===== src/rtl/byte_rotate_loader.sv =====
// Serial-to-parallel feeder for the registered byte-rotation network: assembles N bytes,
// launches them with a per-level skewed select pipeline. Optional in_last: ROT_LOADER_LAST_EN.
module byte_rotate_loader #(
    parameter int N     = 8,
    parameter int LOG2N = 3
) (
    input  logic               clk,
    input  logic               reset,
    input  logic               in_valid,
    output logic               in_ready,
    input  logic [7:0]         in_data,
`ifdef ROT_LOADER_LAST_EN
    input  logic               in_last,
`endif
    input  logic [LOG2N-1:0]   rot_amt,
    output logic [N*8-1:0]     vec_out,
    output logic               vec_valid,
    output logic [LOG2N-1:0]   sel_out,
    output logic               net_valid
);

    typedef enum logic [0:0] {
        ST_FILL   = 1'b0,
        ST_LAUNCH = 1'b1
    } state_e;

    state_e             state_q, state_d;
    logic               in_ready_q, in_ready_d;
    logic               vec_valid_q, vec_valid_d;
    logic [LOG2N-1:0]   cnt_q, cnt_d;
    logic [LOG2N-1:0]   rot_q, rot_d;
    logic [N*8-1:0]     buf_q, buf_d;
    logic [N*8-1:0]     vec_q, vec_d;
    logic [LOG2N-1:0]   nv_q, nv_d;

    logic               xfer_s;
    logic               last_s;
    logic               done_s;
    logic [N*8-1:0]     fill_s;
    logic [LOG2N-1:0]   rot_eff_s;

`ifdef ROT_LOADER_LAST_EN
    assign last_s = in_last;
`else
    assign last_s = 1'b0;
`endif

    // in_ready_q is only ever high in FILL, so it doubles as the state qualifier
    assign xfer_s    = in_valid && in_ready_q;
    assign done_s    = xfer_s && ((cnt_q == LOG2N'(N-1)) || last_s);
    assign rot_eff_s = (cnt_q == '0) ? rot_amt : rot_q;

    // FSM state register
    always_ff @(posedge clk or negedge reset) begin
        if (!reset) begin
            state_q <= ST_FILL;
        end else begin
            state_q <= state_d;
        end
    end

    // FSM next-state logic
    always_comb begin
        state_d = state_q;
        case (state_q)
            ST_FILL: begin
                if (done_s) begin
                    state_d = ST_LAUNCH;
                end else begin
                    state_d = ST_FILL;
                end
            end
            ST_LAUNCH: state_d = ST_FILL;
            default:   state_d = ST_FILL;
        endcase
    end

    // FSM output decode, taken from the next state so the outputs come straight off flops
    always_comb begin
        in_ready_d  = 1'b1;
        vec_valid_d = 1'b0;
        case (state_d)
            ST_FILL: begin
                in_ready_d  = 1'b1;
                vec_valid_d = 1'b0;
            end
            ST_LAUNCH: begin
                in_ready_d  = 1'b0;
                vec_valid_d = 1'b1;
            end
            default: begin
                in_ready_d  = 1'b1;
                vec_valid_d = 1'b0;
            end
        endcase
    end

    // Assembly datapath; lanes above cnt are always zero because the buffer clears on launch
    always_comb begin
        fill_s = buf_q;
        for (int i = 0; i < N; i++) begin
            if (cnt_q == LOG2N'(i)) begin
                fill_s[i*8 +: 8] = in_data;
            end else begin
                fill_s[i*8 +: 8] = buf_q[i*8 +: 8];
            end
        end
        buf_d = buf_q;
        vec_d = vec_q;
        cnt_d = cnt_q;
        rot_d = rot_q;
        if (done_s) begin
            vec_d = fill_s;
            buf_d = '0;
            cnt_d = '0;
            rot_d = rot_eff_s;
        end else if (xfer_s) begin
            buf_d = fill_s;
            cnt_d = cnt_q + LOG2N'(1);
            rot_d = rot_eff_s;
        end else begin
            buf_d = buf_q;
            cnt_d = cnt_q;
            rot_d = rot_q;
        end
    end

    // net_valid delay line: vec_valid shifted LOG2N cycles
    always_comb begin
        nv_d    = nv_q << 1;
        nv_d[0] = vec_valid_q;
    end

    // Registered state for datapath, handshake and valid pipeline
    always_ff @(posedge clk or negedge reset) begin
        if (!reset) begin
            in_ready_q  <= 1'b1;
            vec_valid_q <= 1'b0;
            cnt_q       <= '0;
            rot_q       <= '0;
            buf_q       <= '0;
            vec_q       <= '0;
            nv_q        <= '0;
        end else begin
            in_ready_q  <= in_ready_d;
            vec_valid_q <= vec_valid_d;
            cnt_q       <= cnt_d;
            rot_q       <= rot_d;
            buf_q       <= buf_d;
            vec_q       <= vec_d;
            nv_q        <= nv_d;
        end
    end

    // Select bit k rides a (k+1)-deep line so it reaches level k together with the data
    for (genvar k = 0; k < LOG2N; k++) begin : g_sel
        logic [k:0] line_q;

        // Launch register plus k skew stages for select bit k
        always_ff @(posedge clk or negedge reset) begin
            if (!reset) begin
                line_q <= '0;
            end else begin
                if (done_s) begin
                    line_q[0] <= rot_eff_s[k];
                end else begin
                    line_q[0] <= line_q[0];
                end
                for (int j = 1; j <= k; j++) begin
                    line_q[j] <= line_q[j-1];
                end
            end
        end

        assign sel_out[k] = line_q[k];
    end

    assign in_ready  = in_ready_q;
    assign vec_valid = vec_valid_q;
    assign vec_out   = vec_q;
    assign net_valid = nv_q[LOG2N-1];

endmodule

===== config.mk =====
export PLATFORM = sky130hd
export DESIGN_NAME = byte_rotate_loader
export DESIGN_NICKNAME = d
export VERILOG_FILES = /design/src/rtl/byte_rotate_loader.sv
export SDC_FILE = /design/constraint.sdc
export NUM_CORES = 1
export LEC_CHECK = 0
export CAP_MARGIN = 0
export CORE_ASPECT_RATIO = 0.5
export CORE_MARGIN = 4
export CORE_UTILIZATION = 54
export CTS_CLUSTER_SIZE = 8
export DETAILED_ROUTE_END_ITERATION = 16
export PLACE_DENSITY = 0.88
export SLEW_MARGIN = 20
export SYNTH_ARGS = -nofsm -noshare
export SYNTH_HDL_FRONTEND = slang
export SYNTH_SLANG_ARGS = --single-unit

===== constraint.sdc =====
create_clock -name clk -period 1.7 [get_ports clk]
set_input_delay 0.425 -clock clk [delete_from_list [all_inputs] [get_ports clk]]
set_output_delay 0.425 -clock clk [all_outputs]
set_load 0.03 [all_outputs]

==> After elaboration in Yosys (flattened, before gate mapping) <==
Index checks and enable logic that the tools add are counted.
{ "word_totals": {"wordCells": 46, "reg_bits": 146, "out_inout_bits": 70, "input_bits": 14} }
{ "classes": {"n_addsub": 1, "n_eq_ne": 7, "reduce_logical": 4, "n_bitwise": 2, "mux": 19} }
{ "ops": {"columns": ["operator", "count"], "rows": [
  ["64-bit 2-to-1 mux", 2],
  ["8-bit 2-to-1 mux", 8],
  ["3-bit 2-to-1 mux", 5],
  ["3-bit equality test (second input constant)", 4],
  ["3-bit by 2-bit equality test with 1-bit output (second input constant)", 2],
  ["1-bit one-hot mux with 2 select lines", 3],
  ["3-bit by 1-bit adder with 3-bit output (second input constant)", 1],
  ["3-bit by 1-bit equality test with 1-bit output (second input constant)", 1],
  ["3-bit logical NOT", 1],
  ["1-bit logical AND", 2],
  ["1-bit NOT", 2],
  ["2-bit nonzero test", 1],
  ["1-bit 2-to-1 mux", 1]
]} }

==> Logic depth before layout (Yosys ltp) <==
Gate-level depths: netlist of run 1.
{ "logic_depth": {"ltp_word": 6, "mapped_depth": 8, "mapped_depth_nobuf": 5} }

==> Worst setup path before layout of run 1 <==
Ideal clock, no wire load.
{ "synth_timing": {"path_kind": "reg-to-reg", "startpoint": "register cnt_q[0]", "endpoint": "register vec_q[56] (netlist: vec_out[56])", "path_buffers": 1, "synth_period_minus_slack_ns": 1.530, "setup_ns": 0.125, "slack_ns": 0.170, "t_arrival_ns": 1.405, "stages_incl_launch_ff": 6, "required_time_ns": 1.575, "cell_sequence": "dfrtp_1 ha_1 ha_1 nand3_4 buf_6 mux2_4"} }
{ "synth_via": {"elab_chain_cells": 2, "elab_cells_between_ends": 3, "classes_between": "eq/ne (1); mux (1); reduce/logical (1)"} }
{ "synth_lines": {"columns": ["element", "line", "source"], "rows": [
  ["start: declaration", "30", "logic [LOG2N-1:0] cnt_q, cnt_d;"],
  ["start signal: assignment", "147", "cnt_q <= cnt_d;"],
  ["3-bit equality test (*)", "50, 102", null],
  ["8-bit 2-to-1 mux / 1-bit logical AND (equally long branches)", "102, 50", null],
  ["end signal: assignment", "150", "vec_q <= vec_d;"],
  ["end: declaration", "33", "logic [N*8-1:0] vec_q, vec_d;"]
]} }
Mark *: on every way between the ends. The rest lies on a longest branch, timed or not.
A chain may end at the register's enable or synchronous reset.

==> Final worst setup path of run 1 <==
{ "layout_timing": {"startpoint": "register cnt_q[0]", "endpoint": "register buf_q[26]"} }
{ "layout_via": {"elab_chain_cells": 4, "elab_cells_between_ends": 7, "classes_between": "eq/ne (2); mux (3); reduce/logical (2)"} }
{ "layout_lines": {"columns": ["element", "line", "source"], "rows": [
  ["3-bit by 2-bit equality test with 1-bit output", "102", "if (cnt_q == LOG2N'(i)) begin"],
  ["8-bit 2-to-1 mux", "102", null],
  ["64-bit 2-to-1 mux", "117", "end else if (xfer_s) begin"],
  ["64-bit 2-to-1 mux", "112", "if (done_s) begin"],
  ["end signal: assignment", "149", "buf_q <= buf_d;"],
  ["end: declaration", "32", "logic [N*8-1:0] buf_q, buf_d;"]
]} }
Parallel ways exist; a longest one is shown, timed or not. The select of a mux whose other input is x is not followed.

==> results of run 1 <==
[cells in the mapped netlist]
cell type and instances:
dfrtp_1 136, nand2_1 72, mux2i_1 59, o21ai_0 56, o2bb2ai_1 40, o21ai_1 22
clkbuf_1 14, nand2b_1 11, buf_6 10, mux2_4 10, a21oi_1 8, a22oi_1 8
nor3b_1 8, buf_4 6, ha_1 6, buf_2 5, nand2_2 5, inv_1 4
o21ai_4 3, and2_4 2, buf_12 2, nand2_4 2, nor2b_1 2, o21ai_2 2
and2_1 1, and2_2 1, and4b_1 1, clkbuf_2 1, dfstp_2 1, mux2_2 1
nand3_4 1, or2_1 1, or3_1 1
[state kept, by name, summed over array words and instances (netlist names)]
signal / flops
g_sel.line_q: 6
rot_q: 3
vec_out: 64
buf_q: 56
state_q: 1
nv_q: 3
cnt_q: 3
in_ready: 1
[metrics by stage]
step	setup slack [ns]	area [µm²]	util
after global routing	-0.170	8180	0.779
after floorplan	0.170	6000	-
after global placement	-0.160	7430	0.707
after detailed placement	-0.296	7430	0.707
after CTS	-0.000110	7910	0.753
final	-0.231	8180	0.779
[metal layers]
layer	global-route usage	vias to the layer above	wire length [µm]
met5	0	-	0
met4	0.121	0	1250
met3	0.0906	150	2640
met2	0.470	460	9030
met1	0.369	2540	7850
li1	-	2072	-
[repair_timing]
action	4_1_cts	5_1_grt
endpoints found under the hold margin	35	0
setup endpoints to repair	148	70
resized for setup	80	35
pin swaps	0	5
setup buffers	0	9
hold buffers	1	0
gates cloned	0	3
[cell type report]
class	instances	area (µm²)
clock buffer	28	497
clock inverter	4	20.0
inverter	4	17.5
multi-input combinational	323	2390
fill	568	2330
sequential	137	3430
timing repair buffer	169	1650
tap	140	175
[power groups by stage]
stage	sequential, µW	clock [µW]	combinational [µW]
2_1_floorplan	6480	0	2990
3_3_place_gp	5370	0	6340
3_5_place_dp	5440	0	6600
4_1_cts	5410	3300	6330
5_1_grt	5670	3530	7350
6_report	5550	3370	6990
[cells by family (layout without fill, tap and decap cells)]
group | Yosys count | in the layout | share of synthesized area
buffers and inverters | 42 | 205 | 0.0492
AND/OR/NAND/NOR | 108 | 108 | 0.0895
flip-flops | 137 | 137 | 0.572
AO/OA/AOI/OAI | 139 | 139 | 0.151
adder cells (fa/ha/maj) | 6 | 6 | 0.0125
multiplexers | 70 | 70 | 0.125
[path summary, 6_finish.rpt]
| path | cells past startpoint | end | start | slack [ns] |
|---|---|---|---|---|
| setup / recovery | 8 | buf_q[26] | cnt_q[0] | -0.23 |
| hold / removal | 0 | nv_q[1] | nv_q[0] | 0.35 |
| setup reg to reg | 8 | buf_q[26] | cnt_q[0] | -0.23 |
| hold reg to reg | 0 | nv_q[1] | nv_q[0] | 0.35 |
| max in group asynchronous | 3 | buf_q[16] | reset | 0.69 |
| min in group asynchronous | 2 | buf_q[42] | reset | 0.49 |
[cells in the final DEF, fill, tap and decap left out, types with 2 or more instances in the layout]
cell type	Yosys	final
a21oi_1	8	7
a22oi_1	8	8
and2_4	2	2
buf_12	2	15
buf_4	6	63
buf_6	10	5
clkbuf_1	14	8
clkbuf_16	0	20
clkbuf_8	0	3
clkdlybuf4s50_1	0	12
clkinv_2	0	4
dfrtp_1	136	136
dlygate4sd2_1	0	68
ha_1	6	3
ha_4	0	3
inv_1	4	2
mux2_4	10	10
mux2i_1	59	58
nand2_1	72	69
nand2_2	5	6
nand2_4	2	4
nand2b_1	11	9
nor2b_2	0	2
nor3b_1	8	2
nor3b_2	0	6
o21ai_0	56	48
o21ai_1	22	30
o21ai_2	2	2
o21ai_4	3	3
o2bb2ai_1	40	38
o2bb2ai_2	0	2
==> flow_summary_export.csv, run 1 <==
group,metric,value,unit
outcome,status,"complete, but fails checks",
outcome,violations,"negative setup slack",
power,p_comb_frac,0.439,
timing,drv_slew,0,
setup_path,crit_path_end_kind,"flip-flop",
clock_network,numCtsBuffers,17,
setup_path,cp.required,2.05,ns
power,p_sw,6480,µW
synth,ys_seq_elements,137,
die,num_rows,26,
synth,yosysUniqueCellTypes,33,
die,coreArea,10500,µm²
clock_network,cts.sinks,137,
timing,worst_slack,-0.231,ns
clock_network,htreeDepth,4,
hold_path,hold_path.class,"reg2reg",
setup_path,crit_buf_inv,3,
global_routing,grt_util_all_layers,0.290,
synth,yosysWarnings,0,
power,peakVddDrop,0.943,mV
clock_network,cts_root_buf,"clkbuf_16",
die,io_pins,84,
setup_path,cp_max_fo,8,
place,dp_hpwl,11.4,mm
timing,whs,0.349,ns
synth,avgSynthCellArea,11.9,µm²
power,power.internal,9440,µW
routing,wire_per_inst,25.8,µm
synth,synth.top_cell.area_share,0.568,
synth,yosysTopAreaCell,"dfrtp_1",
timing,max_slew.worst_pin.slew,0.498,ns
finish,fin_nets,672,
finish,insertedDiodeCount,0,
place,io_buffers,83,
clock_network,cts_tree,"built",
routing,routed_wl,20.8,mm
global_routing,grt_max_degree,44,
setup_path,cp_slowest_cell,"dfrtp_1",
routing,drcViolationCount,0,
global_routing,grt.overflow.total,0,
die,die_x,157,µm
timing,timing.final.crit_share,1.14,
synth,yosys-top-cells-area,"dfrtp_1, mux2i_1, o2bb2ai_1",
timing,setup_viol,87,
power,swShare,0.407,
setup_path,path_cells,"ha_4, ha_4, buf_12, buf_12, buf_4, nor3b_1, a21oi_1, o21ai_0",
global_routing,grt_pass1_wl,27.9,mm
setup_path,crit_family,"buffers and inverters",
timing,rsz0062_at_grt,"yes",
synth,yosysSeqAreaShare,0.572,
flow_run,maxCapViolCount,0,
setup_path,arrival,2.28,ns
timing,clock_skew,0.00976,ns
routing,via_count,5222,
clock_network,cts_buffer_depth,2,
place,placed_cells,760,
synth,syn_area,6000,µm²
clock_network,clkTransAtPathRegs,0.06,ns
setup_path,start_kind,"flip-flop",
routing,via_per_inst,6.49,
power,p_seq_frac,0.349,
clock_network,clock_latency,0.43,ns
routing,drtPass1Iterations,7,
die,die_h,82.5,µm
die,initial_core_util,0.571,
synth,synth_nets,522,
synth,syn_inst,502,
timing,slew_headroom,0.668,
setup_path,path_class,"reg2reg",
power,p_clk_frac,0.212,
timing,hold_viol,0,
power,p_total,15900,µW
timing,timing.fmax,518,MHz
finish,drive_above_1_share,0.245,
finish,area_growth,36.5,%
setup_path,crit_path_max_incr_delay,0.44,ns
power,pwr_density_cell,1950,nW/µm²
finish,final_cell_count_no_fill,805,
global_routing,antenna_found_initial,0,
power,p_leak,0.00417,µW
global_routing,grt_pass1_vias,4982,
timing,tns,-4.31,ns
die,fp.dieArea,13000,µm²
place,gp_congestion,0.854,
routing,antenna_left,0,
routing,drtIter0Drc,797,
timing,fin_crit,1.93,ns
No activity file was read; power rests on OpenSTA's default activity.
==> run 2: changes to the inputs <==
--- a/config.mk
+++ b/config.mk
@@ -8,10 +8,11 @@
 export CAP_MARGIN = 0
 export CORE_ASPECT_RATIO = 0.5
 export CORE_MARGIN = 4
-export CORE_UTILIZATION = 54
+export CORE_UTILIZATION = 56
+export CTS_BUF_LIST = sky130_fd_sc_hd__clkbuf_4 sky130_fd_sc_hd__clkbuf_8
 export CTS_CLUSTER_SIZE = 8
 export DETAILED_ROUTE_END_ITERATION = 16
-export PLACE_DENSITY = 0.88
+export PLACE_DENSITY = 0.9
 export SLEW_MARGIN = 20
 export SYNTH_ARGS = -nofsm -noshare
 export SYNTH_HDL_FRONTEND = slang
==> run 2 against run 1 <==
The run still ends with negative setup slack left. Global-route usage decreased by 3.1 points. Non-clock buffer count shrank 27. Cell area shrank 6.0%. Total power shrank 8.9%. Hold slack gained 0.0050 ns. Sequential cell count did not move. Clock power decreased by 16%. Critical path type unchanged.
==> flow_summary_export.csv, run 2 (synthesized netlist as in run 1, its figures left out) <==
group,metric,value,unit
timing,setup_viol,1,
place,io_buffers,83,
place,dp_hpwl,10.5,mm
power,peakVddDrop,0.778,mV
routing,drcViolationCount,0,
timing,clock_skew,0.0104,ns
setup_path,cp.required,2.05,ns
timing,max_slew.worst_pin.slew,0.405,ns
finish,insertedDiodeCount,0,
die,die_h,81.2,µm
global_routing,top_usage_layer,"met2",
global_routing,grt_pass1_wl,24.8,mm
routing,drtIter0Drc,380,
finish,final_cell_mix,"dfrtp_1, nand2_1, dlygate4sd2_1, mux2i_1, o21ai_0",
power,pwr_density_cell,1890,nW/µm²
setup_path,path_class,"reg2reg",
setup_path,start_kind,"flip-flop",
finish,num-fill-cells,643,
place,place_ws,-0.237,ns
die,fp.dieArea,12500,µm²
die,coreArea,10300,µm²
setup_path,timing.rr.start,"cnt_q[2]",
die,io_pins,84,
clock_network,htreeDepth,4,
place,placed_cells,743,
global_routing,antenna_found_initial,0,
routing,antenna_left,0,
global_routing,grt_pass1_vias,4705,
flow_run,maxCapViolCount,0,
die,num_rows,26,
finish,drive_above_1_share,0.218,
outcome,violations,"negative setup slack",
timing,fin_crit,1.76,ns
timing,timing.final.crit_share,1.04,
clock_network,clock_latency,0.44,ns
timing,hold_viol,0,
clock_network,cts_tree,"built",
global_routing,grt_max_degree,38,
timing,timing.fmax,567,MHz
finish,final_cell_count_no_fill,778,
routing,via_count,4604,
global_routing,grt_util_all_layers,0.259,
global_routing,grt.overflow.total,0,
global_routing,grt_use_met2,0.425,
timing,drv_slew,0,
routing,via_per_inst,5.92,
timing,slew_headroom,0.730,
setup_path,worstSetupStartpoint,"cnt_q[2]",
clock_network,cts_root_buf,"clkbuf_8",
clock_network,clkTransAtPathRegs,0.07,ns
setup_path,cp_max_fo,17,
finish,fin_nets,645,
clock_network,numCtsBuffers,17,
die,initial_core_util,0.581,
global_routing,grtUsageMet3,0.0543,
timing,worst_slack,-0.0644,ns
outcome,status,"complete, but fails checks",
place,gp_congestion,0.831,
timing,whs,0.354,ns
routing,wire_per_inst,20.5,µm
routing,drtPass1Iterations,8,
power,p_total,14500,µW
global_routing,met1_usage,0.347,
clock_network,cts_buffer_depth,2,
hold_path,min-delay-start,"g_sel[2].line_q[1]",
finish,final_common_cell,"dfrtp_1",
routing,routed_wl,16.0,mm
die,die_x,154,µm
power,p_leak,0.00391,µW
hold_path,hold_path.class,"reg2reg",
clock_network,cts.sinks,137,
finish,area_growth,28.2,%
setup_path,arrival,2.11,ns
setup_path,crit_path_end_kind,"flip-flop",
finish,largest_reg_flops,64,
==> run 2: cell count changes in the layout (fill, tap and decap cells not counted), moves of 4 or more <==
cell / before / now
o21ai_1: 30 / 22
buf_12: 15 / 8
clkbuf_16: 20 / 1
o21ai_0: 48 / 56
nor3b_2: 6 / 0
nor3b_1: 2 / 8
clkbuf_8: 3 / 20
clkbuf_1: 8 / 0
buf_4: 63 / 49
nand2b_2: 1 / 5
==> run 2: what timing repair did <==
item                                   CTS  global route
resized for setup                       72            22
buffers inserted                         0             1
hold buffers                             1             0
setup endpoints to repair               77            73
pin swaps                                0             1
endpoints found under the hold margin   31             0
gates cloned                             0             1
==> run 2: layer usage <==
layer	wire length, µm	share of wire
met5	0	0
met4	458	0.029
met3	1290	0.081
met2	7400	0.46
met1	6810	0.43
==> run 2: final cells by class <==
| cell class | count | area (µm²) | share of cell area |
|---|---|---|---|
| Sequential cell | 137 | 3430 | 0.446 |
| Multi-Input combinational cell | 323 | 2340 | 0.305 |
| Timing Repair Buffer | 142 | 1310 | 0.170 |
| Clock buffer | 23 | 298 | 0.0387 |
| Tap cell | 140 | 175 | 0.0228 |
| Clock inverter | 9 | 120 | 0.0156 |
| Inverter | 4 | 15.0 | 0.00195 |
==> run 2: per-stage QoR <==
stage,setup TNS (ns),cell area [µm²],utilization
2_1_floorplan,0,6000,-
3_3_place_gp,-5.29,7240,0.702
3_5_place_dp,-12.13,7240,0.702
4_1_cts,0,7590,0.736
5_1_grt,-0.324,7690,0.745
6_report,-0.0644,7690,0.745
==> run 2: report_power, final <==
group	internal, µW	total (µW)	switching, µW
registers	4600	5430	828
logic	2590	6240	3660
clock network	1600	2820	1220
total	8790	14500	5700
==> run 2: path summary, 6_finish.rpt <==
kind | endpoint | slack (ns) | depth (start not counted)
max in group asynchronous | rot_q[2] | 0.65 | 3
min in group asynchronous | vec_out[34] | 0.46 | 2
worst max register to register | buf_q[30] | -0.06 | 7
worst min-delay path | g_sel[2].line_q[2] | 0.35 | 0
worst min register to register | g_sel[2].line_q[2] | 0.35 | 0
worst max-delay path | buf_q[30] | -0.06 | 7
==> run 2: worst max-delay path, cell delays in order, from the launching register on <==
cell,delay [ns]
dfrtp_1,0.39
buf_4,0.24
inv_1,0.07
ha_1,0.19
buf_4,0.21
nor3b_1,0.35
a21oi_1,0.11
o21ai_0,0.11
==> run 3: changes to the inputs <==
--- a/config.mk
+++ b/config.mk
@@ -8,10 +8,11 @@
 export CAP_MARGIN = 0
 export CORE_ASPECT_RATIO = 0.5
 export CORE_MARGIN = 4
-export CORE_UTILIZATION = 56
+export CORE_UTILIZATION = 65
 export CTS_BUF_LIST = sky130_fd_sc_hd__clkbuf_4 sky130_fd_sc_hd__clkbuf_8
 export CTS_CLUSTER_SIZE = 8
 export DETAILED_ROUTE_END_ITERATION = 16
+export DONT_BUFFER_PORTS = 1
 export PLACE_DENSITY = 0.9
 export SLEW_MARGIN = 20
 export SYNTH_ARGS = -nofsm -noshare
==> run 3 against run 2 <==
The flow finishes with violations (negative hold slack, negative setup slack). Sequential share of layout area grew 7.0 points. Total power shrank 6.9%. Critical path depth shrank 1. Wire length shrank 5.3%. Critical endpoint is now buf_q[15]. Die area shrank 13%. Largest cell class unchanged.
==> flow_summary_export.csv, run 3 (synthesized netlist as in run 1, its figures left out) <==
group,metric,value,unit
die,die_x,144,µm
power,peakVddDrop,1.29,mV
die,num_rows,24,
clock_network,cts_buffer_depth,2,
timing,max_slew.worst_pin.slew,0.385,ns
setup_path,cp_max_fo,8,
finish,final_cell_area,6650,µm²
routing,drtPass1Iterations,5,
setup_path,arrival,2.08,ns
clock_network,clkTransAtPathRegs,0.08,ns
timing,hold_viol,137,
die,initial_core_util,0.679,
hold_path,hold_path.class,"in2async",
die,io_pins,84,
setup_path,path_cells,"buf_4, inv_1, ha_1, nor2b_2, nand2_2, o2bb2ai_1",
timing,timing.fmax,580,MHz
setup_path,crit_family,"simple AND/OR/NAND/NOR gates",
routing,via_count,4213,
place,dpl_cell_area,6060,µm²
setup_path,crit_buf_inv,2,
timing,rsz0062_at_grt,"yes",
flow_run,maxCapViolCount,0,
setup_path,cp.required,2.05,ns
routing,wire_per_inst,23.6,µm
die,fp.dieArea,10900,µm²
timing,worst_slack,-0.0239,ns
routing,via_per_inst,6.59,
routing,antenna_left,0,
global_routing,grt_pass1_vias,4224,
power,power.internal,8020,µW
place,place_ws,-0.0846,ns
finish,largest_reg_flops,64,
setup_path,worstSetupStartpoint,"cnt_q[1]",
finish,fin_nets,529,
global_routing,antenna_found_initial,0,
routing,drcViolationCount,0,
finish,insertedDiodeCount,0,
power,p_sw,5470,µW
timing,whs,-0.327,ns
finish,fin_util,0.753,
power,p_comb_frac,0.288,
setup_path,crit_path_end_kind,"flip-flop",
global_routing,grt_pass1_wl,23.5,mm
setup_path,timing.rr.start,"cnt_q[1]",
timing,clock_skew,0.0159,ns
setup_path,cp_slowest_cell,"dfrtp_1",
finish,area_growth,10.9,%
outcome,violations,"negative hold slack, negative setup slack",
power,pwr_density_cell,2030,nW/µm²
timing,tns,-0.0239,ns
power,p_clk_frac,0.206,
routing,routed_wl,15.1,mm
outcome,status,"complete, but fails checks",
global_routing,grt_util_all_layers,0.280,
power,p_leak,0.00321,µW
global_routing,grt_max_degree,138,
timing,fin_crit,1.72,ns
clock_network,cts.sinks,137,
clock_network,clock_latency,0.44,ns
clock_network,htreeDepth,4,
clock_network,cts_root_buf,"clkbuf_8",
global_routing,grt.overflow.total,0,
finish,num-fill-cells,516,
setup_path,crit_path_max_incr_delay,0.39,ns
clock_network,numCtsBuffers,17,
place,dp_hpwl,9.00,mm
clock_network,cts_tree,"built",
finish,drive_above_1_share,0.207,
die,coreArea,8830,µm²
place,gp_congestion,0.824,
timing,drv_slew,0,
power,p_seq_frac,0.506,
power,p_total,13500,µW
timing,slew_headroom,0.742,
routing,drtIter0Drc,391,
timing,timing.final.crit_share,1.01,
timing,setup_viol,1,
finish,final_cell_mix,"dfrtp_1, nand2_1, mux2i_1, o21ai_0, o2bb2ai_1",
power,swShare,0.405,
setup_path,start_kind,"flip-flop",
setup_path,path_class,"reg2reg",
finish,final_common_cell,"dfrtp_1",
place,io_buffers,0,
die,die_h,75.9,µm
## run 3: changes by cell type in the layout (fill, tap and decap cells not counted), moves of 3 or more
| cell | before | now |
|---|---|---|
| nand2b_1 | 6 | 3 |
| buf_4 | 49 | 19 |
| clkbuf_8 | 20 | 23 |
| buf_12 | 8 | 5 |
| clkdlybuf4s50_1 | 12 | 0 |
| dlygate4sd2_1 | 66 | 0 |
## run 3: worst paths after layout
path | slack (ns) | endpoint | depth (start not counted)
setup / recovery | -0.02 | buf_q[15] | 6
hold / removal | -0.33 | buf_q[35] | 0
setup reg to reg | -0.02 | buf_q[15] | 6
hold reg to reg | 0.36 | g_sel[2].line_q[2] | 0
max in group asynchronous | 1.79 | in_ready | 0
min in group clk | 0.13 | vec_out[60] | 1
## run 3: what timing repair did
action / in CTS / in global routing
pin swaps: 2 / 2
hold endpoints to repair: 137 / 137
resized for setup: 8 / 22
setup endpoints to repair: 73 / 47
cloned: 1 / 0
setup buffers: 3 / 2
## run 3: worst register-to-register path: stages (launching register included)
cell	delay (ns)
dfrtp_1	0.39
buf_4	0.15
inv_1	0.13
ha_1	0.28
nor2b_2	0.28
nand2_2	0.17
o2bb2ai_1	0.23
## run 3: cell type report
type	count	area, µm²	share of cell area
clock buffers	25	332	0.0499
clock inverters	7	87.6	0.0132
inverters	4	15.0	0.00226
multi-input cells	324	2380	0.359
flip-flops and latches	137	3430	0.516
well taps	117	146	0.0220
repair buffers	25	254	0.0382
## run 3: metrics by stage
step,cells,hold slack [ns]
3_5_place_dp,601,0.132
3_3_place_gp,601,0.134
6_report,639,-0.327
4_1_cts,637,-0.341
5_1_grt,639,-0.345
2_1_floorplan,502,0.129
## run 3: power groups by stage
stage	Sequential (µW)	Combinational [µW]	Clock, µW
2_1_floorplan	6480	2990	0
3_3_place_gp	6760	3330	0
3_5_place_dp	6850	3530	0
4_1_cts	6810	3670	2790
5_1_grt	6970	4230	2940
6_report	6820	3890	2780
## run 3: routing by layer
metal	vias up	part of all wire	track usage
li1	1792	-	-
met1	2178	0.41	0.376
met2	188	0.47	0.421
met3	55	0.092	0.0849
met4	0	0.030	0.125
met5	-	0	0
==> edit: new RTL, settings of run 3 <==
The parameter `N` goes from 8 to 9.
--- a/src/rtl/byte_rotate_loader.sv
+++ b/src/rtl/byte_rotate_loader.sv
@@ -2,5 +2,5 @@
 // launches them with a per-level skewed select pipeline. Optional in_last: ROT_LOADER_LAST_EN.
 module byte_rotate_loader #(
-    parameter int N     = 8,
+    parameter int N     = 9,
     parameter int LOG2N = 3
 ) (
Ports: changed (resized vec_out); port bits go from 84 to 92. No check against the original RTL was run, so the function may have changed too.
==> edit against run 3 <==
- first-iteration DRC count rose by 13%
- design area fell by 3.0%
- critical path type unchanged
- non-clock buffer count fell by 7
- global-route usage fell by 1.8 points
- setup slack improved by 58 ps
- sequential cell count rose by 5
- sequential power rose by 8.2%
- wire length fell by 11%
- the run ends with hold timing left
- power rose by 5.8%
- synthesized area fell by 3.1%
==> edit: results (changes against run 3) <==
[logic_synthesis]
synth_fp_nets=553  ; was 522
syn_avg_cell_area_um2=10.9  ; was 11.9 um^2
synthTopCellsByCount=nand2_1, dfrtp_1, a22o_1  ; was dfrtp_1, nand2_1, mux2i_1
yosysMostFrequentCell=nand2_1  ; was dfrtp_1
synth_ff_type=dfrtp_1  ; unchanged
yosys.cell_types.count=27  ; was 33
yosys-top-cells-area=dfrtp_1, nand2_1, a22o_1  ; was dfrtp_1, mux2i_1, o2bb2ai_1
ys_seq_area_share_pct=61.2  ; was 57.2%

[outcome]
violations=hold timing  ; was hold timing, setup timing
status=finished, violations left  ; unchanged

[worst_setup_path]
worstReg2RegEnd=buf_q[14]$_DFFE_PN0P_  ; was buf_q[15]$_DFFE_PN0P_
rr_startpoint=cnt_q[0]$_DFFE_PN0P_  ; was cnt_q[1]$_DFFE_PN0P_
path_max_fanout=8  ; unchanged
r2r_cells=6  ; unchanged
r2r_slack_ps=30  ; was -20 ps
crit_path_end=buf_q[14]$_DFFE_PN0P_  ; was buf_q[15]$_DFFE_PN0P_
worstPathArrival_ps=1990  ; was 2080 ps
cp-start-kind=flip-flop  ; unchanged

[drt]
wl_per_cell_um=20.5  ; was 23.6 um
drt_iter0_markers=442  ; was 391
met2_length_um=6390  ; was 7100 um
wl_met3_um=1130  ; was 1390 um
wl_met1_um=5700  ; was 6160 um
vias=3991  ; was 4,213

[grt]
antenna_found_initial=0  ; unchanged
grt.total_usage_pct=26.1  ; was 28.0%
grt_pass1_wl_um=21000  ; was 23,500 um
grt_max_degree=143  ; was 138

[timing]
hold_slack_ps=-323  ; was -327 ps
tns_ps=0  ; was -23.9 ps
worst_slew_pin_slew_ps=383  ; was 385 ps
hold_violations=142  ; was 137
fin_skew_ps=8.95  ; was 15.9 ps

[finish]
drive_above_1_share_pct=11.3  ; was 20.7%
antennaDiodeCount=0  ; unchanged
final_cells=656  ; was 639
nNetsFinal=546  ; was 529
largest_register_ffs=72  ; was 64

[clock_network]
cts.path.max_buffers=2  ; unchanged
h-tree-depth=4  ; unchanged
root_buffer=clkbuf_8  ; unchanged
numCtsBuffers=17  ; unchanged

[placed_design]
dp.cells=622  ; was 601
gp_congestion=0.813  ; was 0.824
hpwl_um=8050  ; was 9000 um
dpl-instance-area_um2=5930  ; was 6060 um^2

[min_path]
hp-class=input pin to asynchronous set/reset pin  ; unchanged

[power_and_ir_drop]
vdd_drop_max_mv=1.15  ; was 1.29 mV
p_leak_nw=3.28  ; was 3.21 nW
intPower_mw=8.49  ; was 8.02 mW

edit: logic make-up after synthesis:
kind of cell / after synthesis / synth area share, %
adder cells (fa/ha/maj): 6 / 1.29
AND/OR/NAND/NOR: 191 / 13.4
buffers and inverters: 50 / 4.39
multiplexers: 32 / 5.51
AO/OA/AOI/OAI: 112 / 14.2
flip-flops: 142 / 61.2
edit: worst min path at each step:
stage | startpoint | endpoint | slack [ps]
after global routing | reset | buf_q[41]$_DFFE_PN0P_ | -350
final | reset | vec_out[34]$_DFFE_PN0P_ | -320
after detailed placement | reset | vec_out[35]$_DFFE_PN0P_ | 130
after floorplan | reset | buf_q[10]$_DFFE_PN0P_ | 130
after global placement | reset | vec_out[35]$_DFFE_PN0P_ | 130
after CTS | reset | buf_q[52]$_DFFE_PN0P_ | -350
edit: what timing repair did:
item | CTS | global route
pin swaps | 0 | 0
endpoints found under the hold margin | 142 | 142
setup buffers | 2 | 0
endpoints found under the setup margin | 35 | 41
gates resized for setup | 2 | 6
edit: final cells by class:
class | count | area (um^2)
fillers | 536 | 2260
well taps | 117 | 146
inverters | 6 | 22.5
clock inverters | 11 | 211
clock buffers | 21 | 277
repair buffers | 18 | 214
flip-flops and latches | 142 | 3550
multi-input cells | 341 | 2030
edit: worst max-delay path: stages (launching register included):
cell and delay (ps):
dfrtp_1 410, inv_1 160, ha_4 190, buf_4 140
nor2_1 60, and3_1 310, a22o_1 280
edit: power groups by stage:
stage                     sequential [mW]  combinational [mW]  clock [mW]
after global routing                 7.54                4.06        3.42
after global placement               7.35                3.30           0
final                                7.38                3.67        3.24
after floorplan                      7.01                2.88           0
after detailed placement             7.42                3.48           0
after CTS                            7.38                3.62        3.28
edit: stage by stage:
step	util (%)	worst slack, ps	hold WS (ps)
2_1_floorplan	-	4.76	129
3_3_place_gp	68.0	104	133
4_1_cts	73.9	9.33	-349
6_report	74.1	34.6	-323
5_1_grt	74.1	-8.33	-355
3_5_place_dp	68.0	-14.5	132
edit: routing by layer:
metal,global-route usage [%],vias to the layer above
met4,9.57,0
met1,33.5,1995
met3,9.58,28
li1,-,1795
met5,0,-
met2,42.0,173
